--- src/rtl/cordic_defs.sv ---
// Shared constants and FSM encoding for the fixed-to-float converter.
package cordic_defs;

  localparam int unsigned FLOAT_BIAS = 127;
  localparam int unsigned EXP_W      = 8;
  localparam int unsigned MANT_W     = 23;

  typedef enum logic [2:0] {
    StIdle  = 3'd0,
    StAbs   = 3'd1,
    StNorm  = 3'd2,
    StRound = 3'd3,
    StDone  = 3'd4
  } conv_state_e;

endpackage

--- src/rtl/float_round.sv ---
// Combinational round-to-nearest-even packing of a normalised magnitude
// into an IEEE-754 single-precision word.
module float_round
  import cordic_defs::*;
#(
  parameter int unsigned WIDTH = 32,
  parameter int unsigned FRAC  = WIDTH - 2,
  parameter int unsigned SW    = $clog2(WIDTH)
) (
  input  logic             sign_i,
  input  logic [WIDTH-1:0] mag_i,
  input  logic [SW-1:0]    shift_i,
  output logic [31:0]      float_o
);

  localparam int EBase = int'(WIDTH) - 1 - int'(FRAC) + int'(FLOAT_BIAS);

  logic [MANT_W-1:0] mant;
  logic [MANT_W-1:0] mant_fin;
  logic [MANT_W:0]   mant_rnd;
  logic              guard;
  logic              sticky;
  logic              round_up;
  logic signed [8:0] exp_raw;
  logic signed [8:0] exp_fin;
  logic [1:0]        unused_bits;

  assign mant  = mag_i[WIDTH-2 -: MANT_W];
  assign guard = mag_i[WIDTH-2-MANT_W];

  generate
    if (WIDTH > 25) begin : g_sticky
      assign sticky = |mag_i[WIDTH-26:0];
    end else begin : g_no_sticky
      assign sticky = 1'b0;
    end
  endgenerate

  // mag_i[WIDTH-1] is the implicit leading one; exponent never leaves 1..254.
  assign unused_bits = {exp_fin[8], mag_i[WIDTH-1]};

  always_comb begin
    round_up = guard & (sticky | mant[0]);
    mant_rnd = {1'b0, mant} + {{MANT_W{1'b0}}, round_up};
    exp_raw  = 9'(EBase) - 9'(shift_i);
    exp_fin  = exp_raw + 9'(mant_rnd[MANT_W]);
    mant_fin = mant_rnd[MANT_W] ? '0 : mant_rnd[MANT_W-1:0];
    float_o  = {sign_i, exp_fin[EXP_W-1:0], mant_fin};
  end

endmodule

--- src/rtl/fixed_to_float.sv ---
// Multi-cycle signed fixed-point to IEEE-754 single conversion: absolute value,
// one-bit-per-cycle normalisation, then RNE rounding.
module fixed_to_float
  import cordic_defs::*;
#(
  parameter int unsigned WIDTH = 32,
  parameter int unsigned FRAC  = WIDTH - 2
) (
  input  logic             clk,
  input  logic             rst,
  input  logic             valid_in,
  input  logic [WIDTH-1:0] fixed_in,
  output logic [31:0]      float_out,
  output logic             busy,
  output logic             done
);

  localparam int unsigned     SW   = $clog2(WIDTH);
  localparam logic [SW-1:0]   SMax = SW'(WIDTH - 1);

  conv_state_e      state_q, state_d;
  logic [WIDTH-1:0] fixed_q, fixed_d;
  logic [WIDTH-1:0] mag_q, mag_d;
  logic [SW-1:0]    s_q, s_d;
  logic             sign_q, sign_d;
  logic [31:0]      float_q, float_d;
  logic [WIDTH-1:0] abs_mag;
  logic [31:0]      round_float;

  // Unary minus maps the most-negative input to 2^(WIDTH-1) as unsigned.
  assign abs_mag = fixed_q[WIDTH-1] ? -fixed_q : fixed_q;

  float_round #(
    .WIDTH (WIDTH),
    .FRAC  (FRAC),
    .SW    (SW)
  ) u_round (
    .sign_i  (sign_q),
    .mag_i   (mag_q),
    .shift_i (s_q),
    .float_o (round_float)
  );

  always_comb begin
    state_d = state_q;
    fixed_d = fixed_q;
    mag_d   = mag_q;
    s_d     = s_q;
    sign_d  = sign_q;
    float_d = float_q;
    unique case (state_q)
      StIdle: begin
        if (valid_in) begin
          fixed_d = fixed_in;
          state_d = StAbs;
        end
      end
      StAbs: begin
        sign_d = fixed_q[WIDTH-1];
        mag_d  = abs_mag;
        s_d    = '0;
        if (abs_mag == '0) begin
          float_d = 32'h0000_0000;
          state_d = StDone;
        end else begin
          state_d = StNorm;
        end
      end
      StNorm: begin
        if (mag_q[WIDTH-1] || (s_q == SMax)) begin
          state_d = StRound;
        end else begin
          mag_d = mag_q << 1;
          s_d   = s_q + 1'b1;
        end
      end
      StRound: begin
        float_d = round_float;
        state_d = StDone;
      end
      StDone: begin
        state_d = StIdle;
      end
      default: begin
        state_d = StIdle;
      end
    endcase
  end

  always_ff @(posedge clk or negedge rst) begin
    if (!rst) begin
      state_q <= StIdle;
      fixed_q <= '0;
      mag_q   <= '0;
      s_q     <= '0;
      sign_q  <= 1'b0;
      float_q <= '0;
    end else begin
      state_q <= state_d;
      fixed_q <= fixed_d;
      mag_q   <= mag_d;
      s_q     <= s_d;
      sign_q  <= sign_d;
      float_q <= float_d;
    end
  end

  assign float_out = float_q;
  assign busy      = (state_q != StIdle);
  assign done      = (state_q == StDone);

endmodule

--- config.mk ---
export PLATFORM = sky130hd
export DESIGN_NAME = fixed_to_float
export DESIGN_NICKNAME = d
export VERILOG_FILES = /design/src/rtl/cordic_defs.sv /design/src/rtl/float_round.sv /design/src/rtl/fixed_to_float.sv
export SDC_FILE = /design/constraint.sdc
export NUM_CORES = 1
export LEC_CHECK = 0
export CAP_MARGIN = 15
export CORE_MARGIN = 4
export CORE_UTILIZATION = 50
export CTS_CLUSTER_DIAMETER = 80
export DETAILED_ROUTE_END_ITERATION = 8
export GPL_TIMING_DRIVEN = 1
export PLACE_DENSITY = 0.83
export SLEW_MARGIN = 30
export SYNTH_ARGS = -nofsm -noshare
export SYNTH_HDL_FRONTEND = slang
export SYNTH_SLANG_ARGS = --single-unit
--- constraint.sdc ---
create_clock -name clk -period 9.9 [get_ports clk]
set_clock_uncertainty 0.05 [all_clocks]
set_input_delay 0.99 -clock clk [delete_from_list [all_inputs] [get_ports clk]]
set_output_delay 0.99 -clock clk [all_outputs]
set_load 0.02 [all_outputs]
==> results of run 1 <==
==> per-stage QoR <==
| step | utilization, % | instances | total power (uW) | hold WS [ns] |
|---|---|---|---|---|
| 2_1_floorplan | - | 685 | 1800 | 0.397 |
| 3_3_place_gp | 56.9 | 860 | 2140 | 0.410 |
| 3_5_place_dp | 56.9 | 860 | 2200 | 0.424 |
| 4_1_cts | 59.3 | 876 | 2550 | 0.442 |
| 5_1_grt | 59.4 | 876 | 2760 | 0.451 |
| 6_report | 59.4 | 876 | 2540 | 0.449 |
==> power by group through the flow <==
stage | Clock, uW | Combinational, uW | Sequential [uW]
3_3_place_gp | 0 | 1240 | 900
3_5_place_dp | 0 | 1280 | 920
2_1_floorplan | 0 | 943 | 855
5_1_grt | 364 | 1440 | 955
6_report | 338 | 1290 | 914
4_1_cts | 346 | 1290 | 912
==> placed cells by master, fill, tap and decap left out, drive strengths merged, types with 7 or more instances in the layout <==
cell,netlist,final
nor2,78,78
dfrtp,105,105
inv,8,11
buf,7,8
a22oi,10,10
clkdlybuf4s50,0,67
mux2,32,32
nand3,15,15
clkbuf,40,10
nand2b,14,14
nor4,13,13
or3,9,9
nor3,15,15
a21oi,43,43
o21ai,64,64
nand2,77,77
o31ai,11,11
nand4,12,12
xnor2,20,20
o41ai,7,7
and3,8,8
mux2i,13,13
xor2,35,35
==> layout make-up <==
cell class,instances,share of cell area [%]
timing repair buffer,75,10.3
tap,147,2.59
clock buffer,10,3.22
sequential,105,37.0
inverter,9,0.476
clock inverter,6,0.705
multi-input combinational,524,45.7
==> state kept, by name, indices dropped and copies added, names as in the netlist <==
register,cells
fixed_q,32
float_out,32
s_q,5
sign_q,1
mag_q,32
state_q,3
==> worst max-delay path, cell delays in order, from the launching register on <==
cell and delay [ns]:
dfrtp_1 0.48, or4_4 0.59, or4_4 0.52, or3_4 0.36, o41ai_1 0.35, a32o_1 0.26
nand4_1 0.10, nor2_1 0.70, o21ai_0 0.23
==> kinds of logic (layout without fill, tap and decap cells) <==
family	Yosys count	in the layout	share of synthesized area (%)
and+or+nand+nor	268	268	21.4
buffers and inverters	56	100	3.70
xor gates and xnor gates	55	55	7.92
muxes	45	45	8.06
adders and majority gates	6	6	1.23
AOI/OAI and AO/OA	150	150	14.5
DFF	105	105	43.2
==> routing by layer <==
metal  GRT usage, %  share of wire (%)  vias up
met5              0                  0        -
met4           6.15                1.9        0
met3           5.07                5.3       18
met2           35.4                 48      164
met1           28.7                 45     2439
li1               -                  -     2496
==> Yosys cell counts, types with 3 or more instances <==
cell,count
or4_1,4
nor2b_1,4
nand4_1,12
a21o_1,3
a21oi_1,43
o21ai_0,60
inv_1,8
o21ai_1,4
nand2_1,77
buf_4,3
and4_1,4
o41ai_1,6
nor3_1,15
and2_1,3
xnor2_1,20
ha_1,6
a22oi_1,10
nor2_1,78
mux2_2,32
clkbuf_1,40
or2_2,3
nor4_1,12
nand2b_1,14
dfrtp_1,105
mux2i_1,13
nand3_1,15
nor4b_1,3
buf_2,3
or3_1,8
o31ai_1,11
xor2_1,35
and3_1,8
==> final timing paths <==
path | to | depth (start not counted) | startpoint
setup / recovery | float_out[2] | 8 | fixed_q[19]
hold / removal | sign_q | 2 | sign_q
setup reg to reg | float_out[2] | 8 | fixed_q[19]
hold reg to reg | sign_q | 2 | sign_q
max in group asynchronous | fixed_q[4] | 2 | rst
min in group asynchronous | float_out[3] | 1 | rst
==> run_results.csv, run 1 <==
group,metric,value,unit
placed_design,place_area,0.00681,sq mm
cts,cts_buffers,9,
worst_setup_path,cp.required,10.04,ns
synth,synthesis.area,0.00608,sq mm
power,leakage,0.00293,uW
finish,fillCellCount,1061,
synth,synth-seq-cells,105,
power,internal_power,1380,uW
cts,cts_tree,"built",
route,dr.pass1.iters,5,
cts,clock-root-buffer,"clkbuf_16",
timing,slew-limit-headroom,31.5,%
finish,num_antenna_cells,0,
route,drtIter0Drc,349,
timing,setup_slack,6.10,ns
placed_design,gp_congestion,0.944,
worst_setup_path,r2r_slack,6.10,ns
global_routing,antenna_found_initial,0,
placed_design,dp_slack,6.08,ns
worst_setup_path,cp.arrival,3.95,ns
synth,yosys.cell_types.count,51,
synth,yosysSeqAreaShare,43.2,%
power,ir_worst_vdd,0.166,mV
power,seq_power_share,36.0,%
cts,clock_sinks,105,
synth,async_reset_ff_share,100,%
cts,postCtsSetupRepairBufs,0,
synth,syn_inst,685,
finish,drive_above_1_share,9.47,%
worst_setup_path,setup.worst_path.end_class,"flip-flop",
cts,clkTransAtPathRegs,0.07,ns
global_routing,grt_max_degree,70,
timing,tightest_slew,1.02,ns
worst_setup_path,cp_max_fo,14,
synth,ys_warn_count,0,
finish,multi_input_area,0.00325,sq mm
global_routing,grt_pass1_wl,24.9,mm
finish,final_area,0.00710,sq mm
placed_design,io_buffers,68,
floorplan,die_w,118,um
floorplan,core,0.0120,sq mm
floorplan,die_area,0.0140,sq mm
synth,yosysTopAreaCell,"dfrtp_1",
finish,area_growth,16.7,%
cts,cts-resized-gates,0,
floorplan,fp.dieH,118,um
worst_setup_path,path_class,"flip-flop to flip-flop",
synth,synth-edff-count,0,
timing,fmax,0.263,GHz
power,switchingPower,1160,uW
power,p_comb_share,50.7,%
timing,period_minus_slack,3.80,ns
run_status,status,"finished, final reports clean",
synth,yosysTopAreaCellShare,43.2,%
timing,setup_viol,0,
timing,finalHoldViolCount,0,
timing,timing.final.crit_share,38.4,%
synth,synth.top_cells.by_area,"dfrtp_1 (43%), mux2_2 (5.9%), xor2_1 (5.0%)",
cts,h-tree-depth,3,
route,wl_per_cell,16.6,um
power,p_per_area,358,mW/mm^2
floorplan,num_rows,40,
finish,regArea,0.00263,sq mm
cts,cts_buffer_depth,2,
route,ant_nets,0,
global_routing,grt_pass1_vias,5031,
global_routing,grt_use_total,21.6,%
floorplan,initial_core_util,50.9,%
timing,tns,0,ns
cts,clock_latency,0.35,ns
cts,postCtsHoldBufs,0,
global_routing,overflow,0,
synth,synth.avg_cell_area,8.88,sq um
worst_setup_path,cp-start-kind,"flip-flop",
route,post-route-drc-count,0,
timing,rsz0062_at_grt,"false",
synth,synthesis.nets,726,
power,p_sw_share,45.7,%
placed_design,hpwlAfterDp,10.8,mm
synth,yosys_most_used_dff,"dfrtp_1",
floorplan,pin_count,69,
finish,finalNetCount,765,
hold_path,hold_path_class,"flip-flop to flip-flop",
route,viasPerCell,5.84,
power,p_clk_share,13.3,%
run,drv_cap,0,
timing,drv_slew,0,
route,vias,5117,
route,wl,14.5,mm
No activity file was read; power rests on OpenSTA's default activity.
==> run 2: changes to the inputs <==
==> constraint.sdc (replaced) <==
create_clock -name clk -period 3.7 [get_ports clk]
set_clock_uncertainty 0.05 [all_clocks]
set_input_delay 0.37 -clock clk [delete_from_list [all_inputs] [get_ports clk]]
set_output_delay 0.37 -clock clk [all_outputs]
set_load 0.02 [all_outputs]
==> run 2 against run 1 <==
Compared with the run above:
- first-iteration DRC count grew 17%
- wire length shrank 0.81%
- sequential power grew to 2.6 times the previous value
- register-to-register slack lost 5.8 ns
- global-route usage shrank 0.39 points
- highest routed layer unchanged
==> run_results.csv, run 2 (same netlist as run 1, synthesis figures left out) <==
group,metric,value,unit
run_status,status,"finished, final reports clean",
power,switchingPower,3090,uW
worst_setup_path,r2r_slack,0.26,ns
finish,final_area,0.00725,sq mm
route,vias,5114,
worst_setup_path,rr_worst_depth,8,
power,p_sw_share,44.8,%
route,ant_nets,0,
floorplan,pin_count,69,
power,power.total,6900,uW
cts,cts_tree,"built",
cts,clock_latency,0.36,ns
timing,whs,0.0193,ns
worst_setup_path,cp-start-kind,"flip-flop",
power,leakage,0.00302,uW
power,internal_power,3810,uW
route,post-route-drc-count,0,
finish,num_antenna_cells,0,
worst_setup_path,path_buf_inv,0,
worst_setup_path,path_class,"flip-flop to flip-flop",
route,drtIter0Drc,407,
timing,slew-limit-headroom,46.4,%
route,wl_per_cell,16.1,um
finish,drive_above_1_share,11.3,%
timing,drv_slew,0,
timing,timing.final.crit_share,93.0,%
global_routing,overflow,0,
power,p_comb_share,51.5,%
power,seq_power_share,35.0,%
finish,finalNetCount,782,
hold_path,hold_path_class,"primary input to async pin",
worst_setup_path,cpMaxStageDelayCell,"or4_4",
placed_design,io_buffers,68,
route,viasPerCell,5.73,
power,ir_worst_vdd,0.527,mV
worst_setup_path,cp_max_fo,14,
timing,tightest_slew,0.804,ns
worst_setup_path,setup.worst_path.end_class,"flip-flop",
run,drv_cap,0,
power,p_per_area,952,mW/mm^2
placed_design,gp_congestion,0.905,
timing,period_minus_slack,3.44,ns
floorplan,initial_core_util,50.9,%
route,dr.pass1.iters,5,
worst_setup_path,reg2reg_from,"fixed_q[20]",
floorplan,die_w,118,um
power,p_clk_share,13.4,%
worst_setup_path,cp.arrival,3.60,ns
global_routing,grt_pass1_wl,24.5,mm
cts,h-tree-depth,3,
placed_design,placed_cells,877,
worst_setup_path,cp_cell_sequence,"or4_4, or4_4, or3_4, o41ai_1, a32o_1, nand4_1, nor2_2, o21ai_0",
timing,fmax,0.291,GHz
worst_setup_path,slowest_delay,0.55,ns
global_routing,grt_pass1_vias,4993,
timing,setup_viol,0,
finish,final_common_cell,"dfrtp_1",
worst_setup_path,crit_path_frequent_cell,"or4_4",
worst_setup_path,cp.required,3.86,ns
cts,cts_buffers,9,
cts,cts_buffer_depth,2,
worst_setup_path,r2r-end,"float_out[1]",
global_routing,grt_use_total,21.2,%
worst_setup_path,critPathTopFamily,"simple AND/OR/NAND/NOR gates",
floorplan,fp.dieH,118,um
cts,postCtsSetupRepairBufs,0,
placed_design,place_area,0.00696,sq mm
timing,rsz0062_at_grt,"false",
placed_design,hpwlAfterDp,10.7,mm
cts,clkTransAtPathRegs,0.07,ns
finish,fin_cells,893,
floorplan,die_area,0.0140,sq mm
finish,mostFrequentLayoutCells,"dfrtp_1 (105), nand2_1 (77), nor2_1 (75)",
global_routing,grt_max_degree,89,
route,wl,14.4,mm
finish,area_growth,19.2,%
timing,finalHoldViolCount,0,
cts,clock-root-buffer,"clkbuf_16",
cts,clock_sinks,105,
timing,tns,0,ns
floorplan,num_rows,40,
global_routing,antenna_found_initial,0,
floorplan,core,0.0120,sq mm
## run 2: final cells by class
cell class,instances,area (sq um)
clock inverters,4,33.8
multi-input cells,524,3240
inverters,9,33.8
clock buffers,12,256
well taps,147,184
flip-flops and latches,105,2630
fillers,1005,4710
repair buffers,92,875
## run 2: power by group through the flow
stage | Combinational [uW] | Sequential, uW | Clock (uW)
after floorplan | 2520 | 2290 | 0
after global placement | 3430 | 2380 | 0
after detailed placement | 3540 | 2430 | 0
after CTS | 3560 | 2410 | 953
after global routing | 3980 | 2510 | 990
final | 3560 | 2420 | 926
## run 2: per-stage QoR
stage | worst slack [ns] | utilization (%)
6_report | 0.261 | 60.6
5_1_grt | 0.148 | 60.6
4_1_cts | 0.0453 | 60.6
3_5_place_dp | 0.0246 | 58.1
3_3_place_gp | 0.186 | 58.1
2_1_floorplan | 0.502 | -
## run 2: layer usage
layer  vias up  wire [um]  part of all wire (%)  track usage, %
met4         0        218                   1.5            6.59
met1      2437       6610                    46            28.0
met2       135       6850                    48            35.0
li1       2527          -                     -               -
met3        15        701                   4.9            4.55
met5         -          0                     0               0
## run 2: worst max-delay path by stage
stage / to / from / slack (ns) / depth (start not counted)
floorplan: float_out[28] / fixed_q[18] / 0.50 / 10
global placement: float_out[1] / fixed_q[20] / 0.19 / 8
CTS: float_out[1] / fixed_q[20] / 0.05 / 8
finish: float_out[1] / fixed_q[20] / 0.26 / 8
detailed placement: float_out[1] / fixed_q[20] / 0.02 / 8
global route: float_out[4] / fixed_q[20] / 0.15 / 8
## run 2: what timing repair did
action | in CTS | in global routing
setup endpoints to repair | 0 | 13
gates resized for setup | 0 | 1
hold buffers | 0 | 0
hold endpoints to repair | 0 | 0
==> run 3: changes to the inputs <==
--- a/config.mk
+++ b/config.mk
@@ -15,4 +15,5 @@
 export SLEW_MARGIN = 30
 export SYNTH_ARGS = -nofsm -noshare
 export SYNTH_HDL_FRONTEND = slang
+export SYNTH_HIERARCHICAL = 1
 export SYNTH_SLANG_ARGS = --single-unit
==> constraint.sdc (replaced) <==
create_clock -name clk -period 3.7 [get_ports clk]
set_clock_uncertainty 0.05 [all_clocks]
set_input_delay 0.37 -clock clk [delete_from_list [all_inputs] [get_ports clk]]
set_output_delay 0.37 -clock clk [all_outputs]
set_load 0.05 [all_outputs]
==> run 3 against run 2 <==
Compared with the run above:
- the run now ends with hold timing left
- critical endpoint is now float_out[25]
- clock power rose by 13%
- register-to-register slack lost 0.18 ns
- wire length increased by 14%
- setup slack worse by 0.18 ns
- final area up 13%
- sequential share of layout area shrank 4.3 points
- hold slack worse by 0.051 ns
- critical path type unchanged
- via count grew 15%
- count of clock-buffer cells in the layout fell by 2
- critical path depth grew 4
- global-route usage up 0.44 points
==> run_results.csv, run 3 <==
group,metric,value,unit
synth,synthXorXnorAreaFrac,7.01,%
placed_design,hpwlAfterDp,11.3,mm
synth,yosysTopAreaCellShare,39.7,%
synth,synth-seq-cells,105,
synth,synthesis.nets,785,
synth,yosysTopAreaCell,"dfrtp_1",
synth,synthMuxAreaShare,5.37,%
floorplan,pin_count,69,
worst_setup_path,cp-start-kind,"flip-flop",
route,wl,16.4,mm
timing,tightest_slew,0.691,ns
timing,whs,-0.0317,ns
route,post-route-drc-count,0,
worst_setup_path,cp_max_fo,7,
placed_design,dp_slack,0.0232,ns
route,drtIter0Drc,413,
global_routing,met1_usage,29.8,%
global_routing,use_met2,34.4,%
global_routing,grt_max_degree,78,
synth,synthAdderAreaFrac,1.13,%
global_routing,grt_pass1_wl,26.4,mm
global_routing,grt_use_met3,4.53,%
finish,fin_cells,1005,
cts,cts_buffer_depth,2,
run,drv_cap,0,
synth,syn_inst,744,
worst_setup_path,reg2reg_from,"fixed_q[1]",
placed_design,place_area,0.00768,sq mm
worst_setup_path,path_class,"flip-flop to flip-flop",
global_routing,overflow,0,
synth,yosys.cell_types.count,67,
placed_design,placed_cells,979,
synth,synthSimpleGateAreaFrac,22.4,%
cts,clock-root-buffer,"clkbuf_16",
cts,clock_latency,0.36,ns
worst_setup_path,setup.worst_path.end_class,"flip-flop",
synth,synth_top_family_by_area,"simple AND/OR/NAND/NOR gates",
timing,drv_slew,0,
floorplan,num_rows,41,
finish,num_antenna_cells,0,
run_status,status,"complete, but fails checks",
timing,timing.final.crit_share,97.9,%
worst_setup_path,cp.arrival,3.81,ns
power,p_per_area,954,mW/mm^2
finish,finish.utilization,64.4,%
cts,clock_sinks,105,
synth,synth_most_common_cell,"nand2_1",
route,viasPerCell,5.84,
route,dr.pass1.iters,5,
worst_setup_path,cp.required,3.89,ns
floorplan,die_w,123,um
hold_path,hold_path_class,"primary input to async pin",
global_routing,busiest_layer,"met2",
synth,ys_warn_count,6,
finish,mostFrequentLayoutCells,"nand2_1 (130), dfrtp_1 (105), o21ai_0 (79)",
finish,drive_above_1_share,21.4,%
synth,yosysSeqAreaShare,39.7,%
global_routing,grt_pass1_vias,5276,
finish,final_common_cell,"nand2_1",
synth,synthesis.area,0.00662,sq mm
placed_design,io_buffers,68,
cts,h-tree-depth,3,
timing,setup_viol,0,
floorplan,fp.dieH,123,um
synth,async_reset_ff_share,100,%
synth,yosys_most_used_dff,"dfrtp_1",
power,leakage,0.00342,uW
synth,synth.avg_cell_area,8.90,sq um
worst_setup_path,r2r-end,"float_out[25]",
finish,finalNetCount,870,
timing,setup_slack,0.0778,ns
worst_setup_path,r2r_slack,0.08,ns
floorplan,core,0.0128,sq mm
worst_setup_path,rr_worst_depth,12,
synth,synth_commonest_cells,"nand2_1 (130), dfrtp_1 (105), o21ai_0 (82)",
cts,postCtsHoldBufs,0,
global_routing,grt_use_total,21.6,%
finish,final_area,0.00823,sq mm
timing,rsz0062_at_grt,"true",
timing,tns,0,ns
synth,synth-edff-count,0,
cts,clkTransAtPathRegs,0.07,ns
route,ant_nets,0,
floorplan,die_area,0.0151,sq mm
timing,slew-limit-headroom,54.0,%
cts,cts_tree,"built",
placed_design,gp_congestion,0.961,
timing,period_minus_slack,3.62,ns
timing,fmax,0.276,GHz
route,vias,5872,
synth,synth_compound_area_share,19.5,%
run_status,violations,"hold timing",
synth,synth.top_cells.by_area,"dfrtp_1 (40%), nand2_1 (7.4%), o21ai_0 (6.2%)",
finish,area_growth,24.3,%
floorplan,initial_core_util,51.8,%
power,ir_worst_vdd,0.440,mV
cts,cts_buffers,9,
route,wl_per_cell,16.3,um
global_routing,antenna_found_initial,0,
timing,finalHoldViolCount,20,
==> run 3: changes by cell type after synthesis, moves of 5 or more <==
cell	delta
nand2_1	+53
xor2_1	-8
mux2i_1	-9
clkbuf_1	+5
xnor2_1	+6
o21ai_2	+30
nand2b_1	-11
o31ai_1	-5
a21oi_1	-36
o21ai_0	+22
nor2_1	-38
a22oi_1	+22
inv_1	+7
buf_6	+6
==> run 3: cells by family after synthesis <==
family | Yosys count
mux | 32
fa+ha+maj | 6
buf+inv | 72
simple gates | 284
xor+xnor | 53
compound gates | 192
flops | 105
==> run 3: worst max path at each step <==
stage | startpoint | slack (ns) | depth (start not counted) | end
3_5_place_dp | fixed_q[1] | 0.02 | 12 | float_out[17]
6_report | fixed_q[1] | 0.08 | 12 | float_out[25]
5_1_grt | fixed_q[1] | -0.008 | 13 | float_out[28]
4_1_cts | fixed_q[0] | 0.02 | 12 | float_out[25]
2_1_floorplan | fixed_q[0] | 0.09 | 12 | float_out[10]
3_3_place_gp | fixed_q[1] | 0.11 | 12 | state_q[1]
==> run 3: stage by stage <==
stage | hold slack (ns) | power (uW)
2_1_floorplan | 0.0244 | 5410
3_3_place_gp | 0.424 | 6550
3_5_place_dp | 0.434 | 6650
4_1_cts | 0.146 | 7730
5_1_grt | 0.0361 | 8450
6_report | -0.0317 | 7850
==> run 3: layout make-up <==
class / count / area, sq um
flip-flops and latches: 105 / 2630
fillers: 996 / 4550
multi-input cells: 567 / 3760
inverters: 17 / 63.8
repair buffers: 129 / 1240
clock inverters: 5 / 86.3
well taps: 172 / 215
clock buffers: 10 / 239
==> run 3: worst max-delay path, cell delays in order (launching register included) <==
cell and delay [ns]:
dfrtp_1 0.40, buf_6 0.13, or4_4 0.55, or4_4 0.59, or3_4 0.43, or4b_1 0.46
o21ai_1 0.12, a22oi_2 0.09, nor3_4 0.22, buf_12 0.14, buf_12 0.12, buf_12 0.12
o21ai_2 0.06
==> run 3: per-layer routing <==
layer | wire [um] | part of all wire (%) | vias to the layer above
met5 | 0 | 0 | -
met4 | 410 | 2.5 | 0
met3 | 917 | 5.6 | 35
met2 | 7870 | 48 | 220
met1 | 7160 | 44 | 2774
li1 | - | - | 2843
==> run 3: where the power goes <==
part           internal [uW]  leakage, uW  switching [uW]
registers               1680      0.00122             697
logic                   1830      0.00204            2590
clock network            614     0.000160             431
total                   4130      0.00342            3720
==> run 3: timing repair <==
| item | 4_1_cts | 5_1_grt |
|---|---|---|
| setup buffers | 0 | 10 |
| endpoints found under the hold margin | 0 | 0 |
| setup endpoints to repair | 0 | 34 |
| gates resized for setup | 0 | 24 |
==> RTL edit, RTL diff (flow settings as in run 1) <==
Take the reset off `s_q` and load it in a clocked block of its own.
--- a/src/rtl/fixed_to_float.sv
+++ b/src/rtl/fixed_to_float.sv
@@ -92,17 +92,19 @@
       state_q <= StIdle;
       fixed_q <= '0;
       mag_q   <= '0;
-      s_q     <= '0;
       sign_q  <= 1'b0;
       float_q <= '0;
     end else begin
       state_q <= state_d;
       fixed_q <= fixed_d;
       mag_q   <= mag_d;
-      s_q     <= s_d;
       sign_q  <= sign_d;
       float_q <= float_d;
     end
+  end
+
+  always_ff @(posedge clk) begin
+    s_q <= s_d;
   end
 
   assign float_out = float_q;
Function: no difference found for any inputs over 10 cycles, from zero or initial values and one cycle with rst low; that may be too few to reach the edited logic, so the function may still have changed.
==> RTL edit against run 1 <==
Sequential power is 3.2% higher; worst setup slack worse by 0.23 ns; first-iteration DRC count is 14% higher; sequential cell count stayed put; area after synthesis is 1.6% lower; critical path type unchanged; wire length is 1.2% lower; worst hold slack better by 0.010 ns; count of clock-buffer cells in the layout is 2 higher; power is 3.5% lower; clock power is 3% lower; final area is 1.3% lower.
==> RTL edit: results (changes against run 1) <==
[run_status]
outcome = completed  ; unchanged

[yosys]
yosysSeqAreaShare_pct = 44.3  ; was 43.2%
synth_mux_area_share_pct = 7.30  ; was 8.06%
synth_compound_area_share_pct = 15.7  ; was 14.5%
synthArstFlopShare_pct = 95.2  ; was 100%
yosys.area_share.xor_xnor_pct = 7.90  ; was 7.92%
synthAdderAreaFrac_pct = 1.25  ; was 1.23%
syn_nets = 716  ; was 726

[worst_hold_path]
min_from = mag_q[5]  ; was sign_q
hold-path-endpoint = mag_q[5]  ; was sign_q

[pwr]
power.internal_w = 0.00135  ; was 0.00138 W
vdd_drop_max_v = 0.000186  ; was 0.000166 V
comb_power_share_pct = 48.1  ; was 50.7%

[critical_path]
r2r_start = fixed_q[1]  ; was fixed_q[19]
r2r-end = float_out[30]  ; was float_out[2]
slowest_stage = or4_4  ; was nor2_1
path_max_fanout = 34  ; was 14

[timing]
layout_setup_ws_ns = 5.86  ; was 6.10 ns
relSlewSlack_pct = 36.4  ; was 31.5%

[global_routing]
grt_pass1_vias = 4954  ; was 5031
track_usage_pct = 21.0  ; was 21.6%
grt_pass1_wl_um = 24400  ; was 24900 µm
grt_max_degree = 60  ; was 70

[cells_and_area]
nets = 757  ; was 765

[route]
drt_iter0_drc = 397  ; was 349
routedWlPerCell_um = 16.6  ; about the same

[placement]
dp.cells = 848  ; was 860

-- RTL edit: changes by cell type in the layout (fill, tap and decap cells not counted), sizes merged, moves of 5 or more --
cell	delta
a21oi	+15
dfrtp	-5
edfxtp	+5
nand2	+11
nand2b	-8
nand4	-6
nor2	-5
o21ai	+6
-- RTL edit: final cells by class --
cell class | instances | area, µm² | share of cell area, %
multi-input cells | 518 | 3140 | 44.8
flip-flops and latches | 105 | 2650 | 37.9
repair buffers | 74 | 743 | 10.6
clock buffers | 12 | 236 | 3.37
well taps | 143 | 179 | 2.55
clock inverters | 4 | 30.0 | 0.428
inverters | 8 | 30.0 | 0.428
-- RTL edit: per-layer routing --
layer	part of all wire (%)	wire length, µm	GRT usage [%]	vias up
li1	-	-	-	2446
met1	45	6410	28.1	2451
met2	47	6800	34.4	197
met3	6.8	969	5.20	15
met4	1.0	150	5.35	0
met5	0	0	0	-
